<file path="src/rtl/nibble_pkg.sv">
// rtl/nibble_pkg.sv - shared types and constants for the nibble sum display
// Purpose: FSM state encoding, seven-segment glyph table and blank pattern.
// Ports: none (package).
package nibble_pkg;

   typedef enum logic [1:0] {
      ST_IDLE = 2'd0,
      ST_RUN  = 2'd1,
      ST_FULL = 2'd2
   } state_e;

   // Segment order {g,f,e,d,c,b,a}, active high, indexed by hex digit.
   localparam logic [6:0] SEG_TABLE [16] = '{
      7'h3F, 7'h06, 7'h5B, 7'h4F, 7'h66, 7'h6D, 7'h7D, 7'h07,
      7'h7F, 7'h6F, 7'h77, 7'h7C, 7'h39, 7'h5E, 7'h79, 7'h71
   };

   localparam logic [6:0] SEG_BLANK = 7'h00;

endpackage

</file>
<file path="src/rtl/nibble_sum_display_if.sv">
// rtl/nibble_sum_display_if.sv - sample input and display output bundle
// Purpose: groups the adder-stage inputs, control levels and display pins.
// Ports: sum_in/sum_valid/start/clear/show_last driven by master;
//        seg/dp/digit_sel/full driven by slave (the display block).
interface nibble_sum_display_if;
   logic [3:0] sum_in;
   logic       sum_valid;
   logic       start;
   logic       clear;
   logic       show_last;
   logic [6:0] seg;
   logic       dp;
   logic       digit_sel;
   logic       full;

   modport master (
      output sum_in, sum_valid, start, clear, show_last,
      input  seg, dp, digit_sel, full
   );

   modport slave (
      input  sum_in, sum_valid, start, clear, show_last,
      output seg, dp, digit_sel, full
   );
endinterface

</file>
<file path="src/rtl/nibble_sum_display_hex_to_7seg.sv">
// rtl/nibble_sum_display_hex_to_7seg.sv - combinational hex digit to segment encoder
// Purpose: maps a 4-bit value onto the {g,f,e,d,c,b,a} glyph pattern.
// Ports: nib_i (4-bit value in), seg_o (7-bit segment pattern out).
module hex_to_7seg
   import nibble_pkg::*;
(
   input  logic [3:0] nib_i,
   output logic [6:0] seg_o
);

   always_comb begin
      seg_o = SEG_BLANK;
      seg_o = SEG_TABLE[nib_i];
   end

endmodule

</file>
<file path="src/rtl/nibble_sum_display.sv">
// rtl/nibble_sum_display.sv - sample accumulator with two-digit multiplexed display
// Purpose: accepts nibble sums under an IDLE/RUN/FULL FSM, keeps an 8-bit
//          running total, last sample and sticky overflow, and scans the
//          selected value onto a two-digit common-cathode display.
// Ports: clk, reset (sync, active high); bus (slave modport) carrying
//        sum_in/sum_valid/start/clear/show_last in and seg/dp/digit_sel/full out.
module nibble_sum_display
   import nibble_pkg::*;
#(
   parameter int REFRESH_DIV = 16,
   parameter int MAX_SAMPLES = 15
) (
   input  logic                 clk,
   input  logic                 reset,
   nibble_sum_display_if.slave  bus
);

   localparam logic [1:0] S_IDLE = ST_IDLE;
   localparam logic [1:0] S_RUN  = ST_RUN;
   localparam logic [1:0] S_FULL = ST_FULL;

   localparam int            CW       = (REFRESH_DIV > 1) ? $clog2(REFRESH_DIV) : 1;
   localparam logic [CW-1:0] REF_LAST = CW'(REFRESH_DIV - 1);
   localparam logic [7:0]    MAX_CNT  = 8'(MAX_SAMPLES);

   logic [1:0]    state_q, state_d;
   logic [7:0]    acc_q, acc_d;
   logic [7:0]    last_q, last_d;
   logic [7:0]    count_q, count_d;
   logic          ovf_q, ovf_d;
   logic [CW-1:0] ref_q, ref_d;
   logic          digit_q, digit_d;
   logic [6:0]    seg_q, seg_d;
   logic          dp_q, dp_d;

   logic [8:0]    sum9;
   logic [7:0]    disp;
   logic [3:0]    nib;
   logic [6:0]    seg_enc;

   always_comb begin
      state_d = state_q;
      acc_d   = acc_q;
      last_d  = last_q;
      count_d = count_q;
      ovf_d   = ovf_q;
      sum9    = {1'b0, acc_q} + {5'd0, bus.sum_in};

      if (bus.clear) begin
         state_d = S_IDLE;
         acc_d   = '0;
         last_d  = '0;
         count_d = '0;
         ovf_d   = 1'b0;
      end else begin
         case (state_q)
            S_IDLE: begin
               if (bus.start) state_d = S_RUN;
            end
            S_RUN: begin
               if (bus.sum_valid) begin
                  acc_d   = sum9[7:0];
                  last_d  = {4'h0, bus.sum_in};
                  count_d = count_q + 8'd1;
                  ovf_d   = ovf_q | sum9[8];
                  // The sample that reaches the limit moves to FULL on the
                  // same edge, so count can never pass MAX_SAMPLES.
                  if (count_q + 8'd1 == MAX_CNT) state_d = S_FULL;
               end
            end
            S_FULL: begin
            end
            default: state_d = S_IDLE;
         endcase
      end
   end

   // Display scan: the nibble is chosen by the *next* digit_sel so the
   // glyph and the digit strobe always switch on the same edge.
   always_comb begin
      ref_d   = (ref_q == REF_LAST) ? '0 : ref_q + CW'(1);
      digit_d = (ref_q == REF_LAST) ? ~digit_q : digit_q;
      disp    = bus.show_last ? last_q : acc_q;
      nib     = digit_d ? disp[7:4] : disp[3:0];
      seg_d   = seg_enc;
      dp_d    = ovf_q;
   end

   hex_to_7seg u_hex_to_7seg (
      .nib_i (nib),
      .seg_o (seg_enc)
   );

   always_ff @(posedge clk) begin
      if (reset) begin
         state_q <= S_IDLE;
         acc_q   <= '0;
         last_q  <= '0;
         count_q <= '0;
         ovf_q   <= 1'b0;
         ref_q   <= '0;
         digit_q <= 1'b0;
         seg_q   <= SEG_TABLE[0];
         dp_q    <= 1'b0;
      end else begin
         state_q <= state_d;
         acc_q   <= acc_d;
         last_q  <= last_d;
         count_q <= count_d;
         ovf_q   <= ovf_d;
         ref_q   <= ref_d;
         digit_q <= digit_d;
         seg_q   <= seg_d;
         dp_q    <= dp_d;
      end
   end

   assign bus.seg       = seg_q;
   assign bus.dp        = dp_q;
   assign bus.digit_sel = digit_q;
   assign bus.full      = (state_q == S_FULL);

endmodule

</file>
<file path="src/flat_wrapper.sv">
// flat-port wrapper written by rule: the top's interface ports become plain ports
module nibble_sum_display_flat import nibble_pkg::*;
#(
   parameter int REFRESH_DIV = 16,
   parameter int MAX_SAMPLES = 15
)
  (clk, reset, bus_sum_in, bus_sum_valid, bus_start, bus_clear, bus_show_last, bus_seg, bus_dp, bus_digit_sel, bus_full);
  nibble_sum_display_if bus_i ();
  input  logic clk;
  input  logic reset;
  input wire logic [$bits(bus_i.sum_in)-1:0] bus_sum_in;
  input wire logic [$bits(bus_i.sum_valid)-1:0] bus_sum_valid;
  input wire logic [$bits(bus_i.start)-1:0] bus_start;
  input wire logic [$bits(bus_i.clear)-1:0] bus_clear;
  input wire logic [$bits(bus_i.show_last)-1:0] bus_show_last;
  output wire logic [$bits(bus_i.seg)-1:0] bus_seg;
  output wire logic [$bits(bus_i.dp)-1:0] bus_dp;
  output wire logic [$bits(bus_i.digit_sel)-1:0] bus_digit_sel;
  output wire logic [$bits(bus_i.full)-1:0] bus_full;
  assign bus_i.sum_in = bus_sum_in;
  assign bus_i.sum_valid = bus_sum_valid;
  assign bus_i.start = bus_start;
  assign bus_i.clear = bus_clear;
  assign bus_i.show_last = bus_show_last;
  assign bus_seg = bus_i.seg;
  assign bus_dp = bus_i.dp;
  assign bus_digit_sel = bus_i.digit_sel;
  assign bus_full = bus_i.full;
  nibble_sum_display #(.REFRESH_DIV(REFRESH_DIV), .MAX_SAMPLES(MAX_SAMPLES)) u_core (.clk(clk), .reset(reset), .bus(bus_i));
endmodule
</file>
<file path="config.mk">
export PLATFORM = sky130hd
export DESIGN_NAME = nibble_sum_display_flat
export DESIGN_NICKNAME = d
export VERILOG_FILES = /design/src/rtl/nibble_pkg.sv /design/src/rtl/nibble_sum_display_if.sv /design/src/rtl/nibble_sum_display_hex_to_7seg.sv /design/src/rtl/nibble_sum_display.sv /design/src/flat_wrapper.sv
export SDC_FILE = /design/constraint.sdc
export NUM_CORES = 1
export LEC_CHECK = 0
export CAP_MARGIN = 20
export CORE_ASPECT_RATIO = 0.9
export CORE_MARGIN = 1.5
export CORE_UTILIZATION = 50
export CTS_BUF_LIST = sky130_fd_sc_hd__clkbuf_8
export DETAILED_ROUTE_END_ITERATION = 16
export PLACE_DENSITY = 0.74
export SLEW_MARGIN = 10
export SYNTH_ARGS = -nofsm -noshare
export SYNTH_HDL_FRONTEND = slang
export SYNTH_SLANG_ARGS = --single-unit
</file>
<file path="constraint.sdc">
create_clock -name clk -period 4.7 [get_ports clk]
set_clock_uncertainty 0.1 [all_clocks]
set_input_delay 0.705 -clock clk [delete_from_list [all_inputs] [get_ports clk]]
set_output_delay 0.705 -clock clk [all_outputs]
set_load 0.02 [all_outputs]
</file>
==> metrics.md <==
| Metric | Value |
|---|---|
| Status | finished, final reports clean |
| Slew @ Worst Pin | slightly above 800 ps |
| Syn Inst Count | 210 |
| CP cell instances | clkdlybuf4s50_1, mux2i_1, nor2_1, a31oi_1, inv_1, ha_1, a2111oi_0, a21oi_1 |
| Synth area leader | dfxtp_1 |
| RSZ-0062 raised after global routing | false |
| Cell with the most instances after synthesis | dfxtp_1 |
| Num ports | 20 |
| Endpoints failing hold | 0 |
| H-tree levels | 2 |
| Busiest layer in global routing | met2 |
| Share of cells above drive strength 1 | 0.0526 |
| Required time worst endpoint | around 4800 ps |
| Crit path buf inv count | 2 |
| Worst-path clk slew | 70 ps |
| Max-slew violation count | 0 |
| Switching pwr | about 130 µW |
| Final worst-path cycle share | 0.642 |
| CP max-delay cell | clkdlybuf4s50_1 |
| Resized cells post-CTS | 0 |
| Dpl hpwl | around 2400 µm |
| Warnings, synthesis | 0 |
| Starting Density | 0.533 |
| Gp weighted congestion | 0.890 |
| Final wirelength | 3320 µm |
| Post-Syn Nets | about 240 |
| Sequential area share after synthesis | 0.392 |
| Die width | 67.0 µm |
| Yosys reg bits | 36 |
| Die ar. | 0.00405 mm² |
| HP Start | u_core.last_q[2]$_SDFFE_PP0P_ |
| Core area | 0.00345 mm² |
| CP endpoint kind | flip-flop |
| Crit-path max cell delay | about 640 ps |
| DR vias | about 1500 |
| Flop pwr share | 0.512 |
| Post-layout util | 0.625 |
| Routed wire per std cell | 12.2 µm |
| Synth top area cells | dfxtp_1 39%, ha_1 9.5%, nand2_1 4.9%, nor2_1 4.3%, xor2_1 4.3% |
| Vias per Instance | 5.34 |
| ANT cells | 0 |
| Starting DRT DRC Count | 63 |
| Startpoint Class | input port |
| Hold Crit Class | flip-flop to flip-flop |
| Crit path arrival time | ~3100 ps |
| Reg2reg start | u_core.ref_q[0]$_SDFF_PP0_ |
| Largest net degree at the start of global routing | 24 |
| Die height | 60.6 µm |
| Met3 usage in global routing | 0.0668 |
| Critical Path Start | bus_show_last |
| Clk network pwr share | 0.428 |
| PD cells | 283 mW/mm² |
| DR pass1 iterations | 4 |
| CTS Buffer Depth | 2 |
| Grt met2 use | 0.301 |
| Dominant synthesized flop cell | dfxtp_1 |
| Max-Cap Viols | 0 |
| Leak | roughly 0.00081 µW |
| Row cnt | 20 |
| Synth Cell Area | 0.00184 mm² |
| # DRC | 0 |
| Top cell type's share of synthesized area | 0.392 |
| Setup violators final | 0 |
| Share of flip-flops with an asynchronous set or reset after synthesis | 0 |
| EDFF count, synth | 0 |
| Routing usage on met1 | 0.237 |
| CTS root buf | clkbuf_8 |
| Relative slew slack | 0.437 |
| Post-route minimum period | 3020 ps |
| Post-synthesis area per instance | around 8.8 µm² |
| Clk sinks | 36 |
| Area Growth Syn to Fin | 17.2% |
| Highest Clock Rate | between 0.3 and 0.4 GHz |
| Clock buffer count from CTS | 5 |
| Total track usage | 0.191 |
| Post-CTS setup buffers | 0 |
| Combinational Power Share | 0.060 |
| Crit path max fanout | 7 |
| Setup_tns | 0 ps |
| GRT overflow | 0 |
| Int Power | 482 µW |
| Hold buffers post-CTS | 0 |
| Net Sw Frac | 0.211 |
| Setup Crit Path Kind | input port to flip-flop |
| DRT antenna net count | 0 |
| Clk_lat worst skew | 290 ps |
| Layout Nets | 252 |
| Vias in the first global route | 1274 |
| Global-route wire length before repair | approximately 5600 µm |
| Synth cell types | 42 |
| Port Buffers | 19 |
| Initial antenna violation count | 0 |
| Synth cell count leaders | 36 x dfxtp_1, 24 x nand2_1, 21 x nor2_1, 14 x a21oi_1, 14 x ha_1 |
| Family with the most delay on the worst path | compound AO/OA/AOI/OAI gates |
| CTS tree | done |
| Worst VDD drop | 203 µV |
## area by class of cell
cell class                 instances  area (µm²)
clock buffer                       5        68.8
clock inverter                     3        38.8
fill                             318        1300
inverter                          11        41.3
multi-input combinational        154        1040
sequential                        36         721
tap                               44        55.1
timing repair buffer              19         190
## per-stage QoR
step	cell area, µm²	setup WS, ps	total power, µW	hold WS [ps]	std cells
2_1_floorplan	1840	2030	342	329	210
3_3_place_gp	2050	1460	356	346	264
3_5_place_dp	2050	1340	356	349	264
4_1_cts	2160	1680	621	359	272
5_1_grt	2160	1380	638	392	272
6_report	2160	1680	611	356	272
## cell usage in the layout, fill, tap and decap left out, drive strengths merged
master,count
or3b,1
or2,2
o21ai,7
xnor2,7
a211oi,3
bufinv,1
and2,1
dfxtp,36
nor4,3
nor2b,10
ha,14
inv,12
and3b,1
clkinv,1
nand4b,1
a32oi,1
nor3,4
and3,2
a21o,2
nand2,24
a31oi,2
mux2,1
nand2b,1
nor2,21
clkbuf,5
a21oi,14
a2111oi,1
nand3,3
clkdlybuf4s50,19
nand4,3
nand3b,1
a22oi,2
fa,1
xor2,10
nor3b,1
o21ba,1
o2111ai,1
mux2i,6
o22ai,1
o21bai,1
## cells by family after synthesis
group | Yosys count | share of synthesized area
and+or+nand+nor | 79 | 0.211
AOI/OAI and AO/OA | 36 | 0.120
DFF | 36 | 0.392
buffers and inverters | 20 | 0.0421
xor gates and xnor gates | 17 | 0.0911
adders and majority gates | 15 | 0.106
muxes | 7 | 0.0388
## registers in the layout, summed over array words and instances (netlist names)
name,count
u_core.acc_q,8
u_core.last_q,4
u_core.state_q,2
u_core.bus.seg,7
u_core.ref_q,4
u_core.count_q,8
u_core.bus.dp,1
u_core.dp_d,1
u_core.bus.digit_sel,1
## metal layers
metal / part of all wire / vias up / routed length, µm
met3: 0.045 / 2 / 148
li1: - / 742 / -
met4: 0.010 / 0 / 33
met5: 0 / - / 0
met2: 0.46 / 25 / 1530
met1: 0.48 / 684 / 1600
## worst register-to-register path, delay by kind of cell (launching register included)
family	cells	cell delay [ps]
AO/OA/AOI/OAI	3	910
adder cells (fa/ha/maj)	2	570
flip-flops	1	380
AND/OR/NAND/NOR	2	320
XOR/XNOR	1	250
buffers and inverters	1	200
## power groups by stage
stage	combinational (µW)	clock, µW	sequential (µW)
final	36.7	261	313
after global routing	41.9	284	313
after CTS	37.0	271	313
after detailed placement	36.8	0	320
after global placement	36.1	0	320
after floorplan	22.2	0	320
## final timing paths
path / endpoint / slack, ps / cells past startpoint
worst max-delay path: u_core.bus.seg[3]$_SDFF_PP1_ / 1680 / 8
worst min-delay path: u_core.last_q[2]$_SDFFE_PP0P_ / 360 / 2
worst max register to register: u_core.bus.seg[3]$_SDFF_PP1_ / 1840 / 9
worst min register to register: u_core.last_q[2]$_SDFFE_PP0P_ / 360 / 2
(Power assumes the default switching activity.)
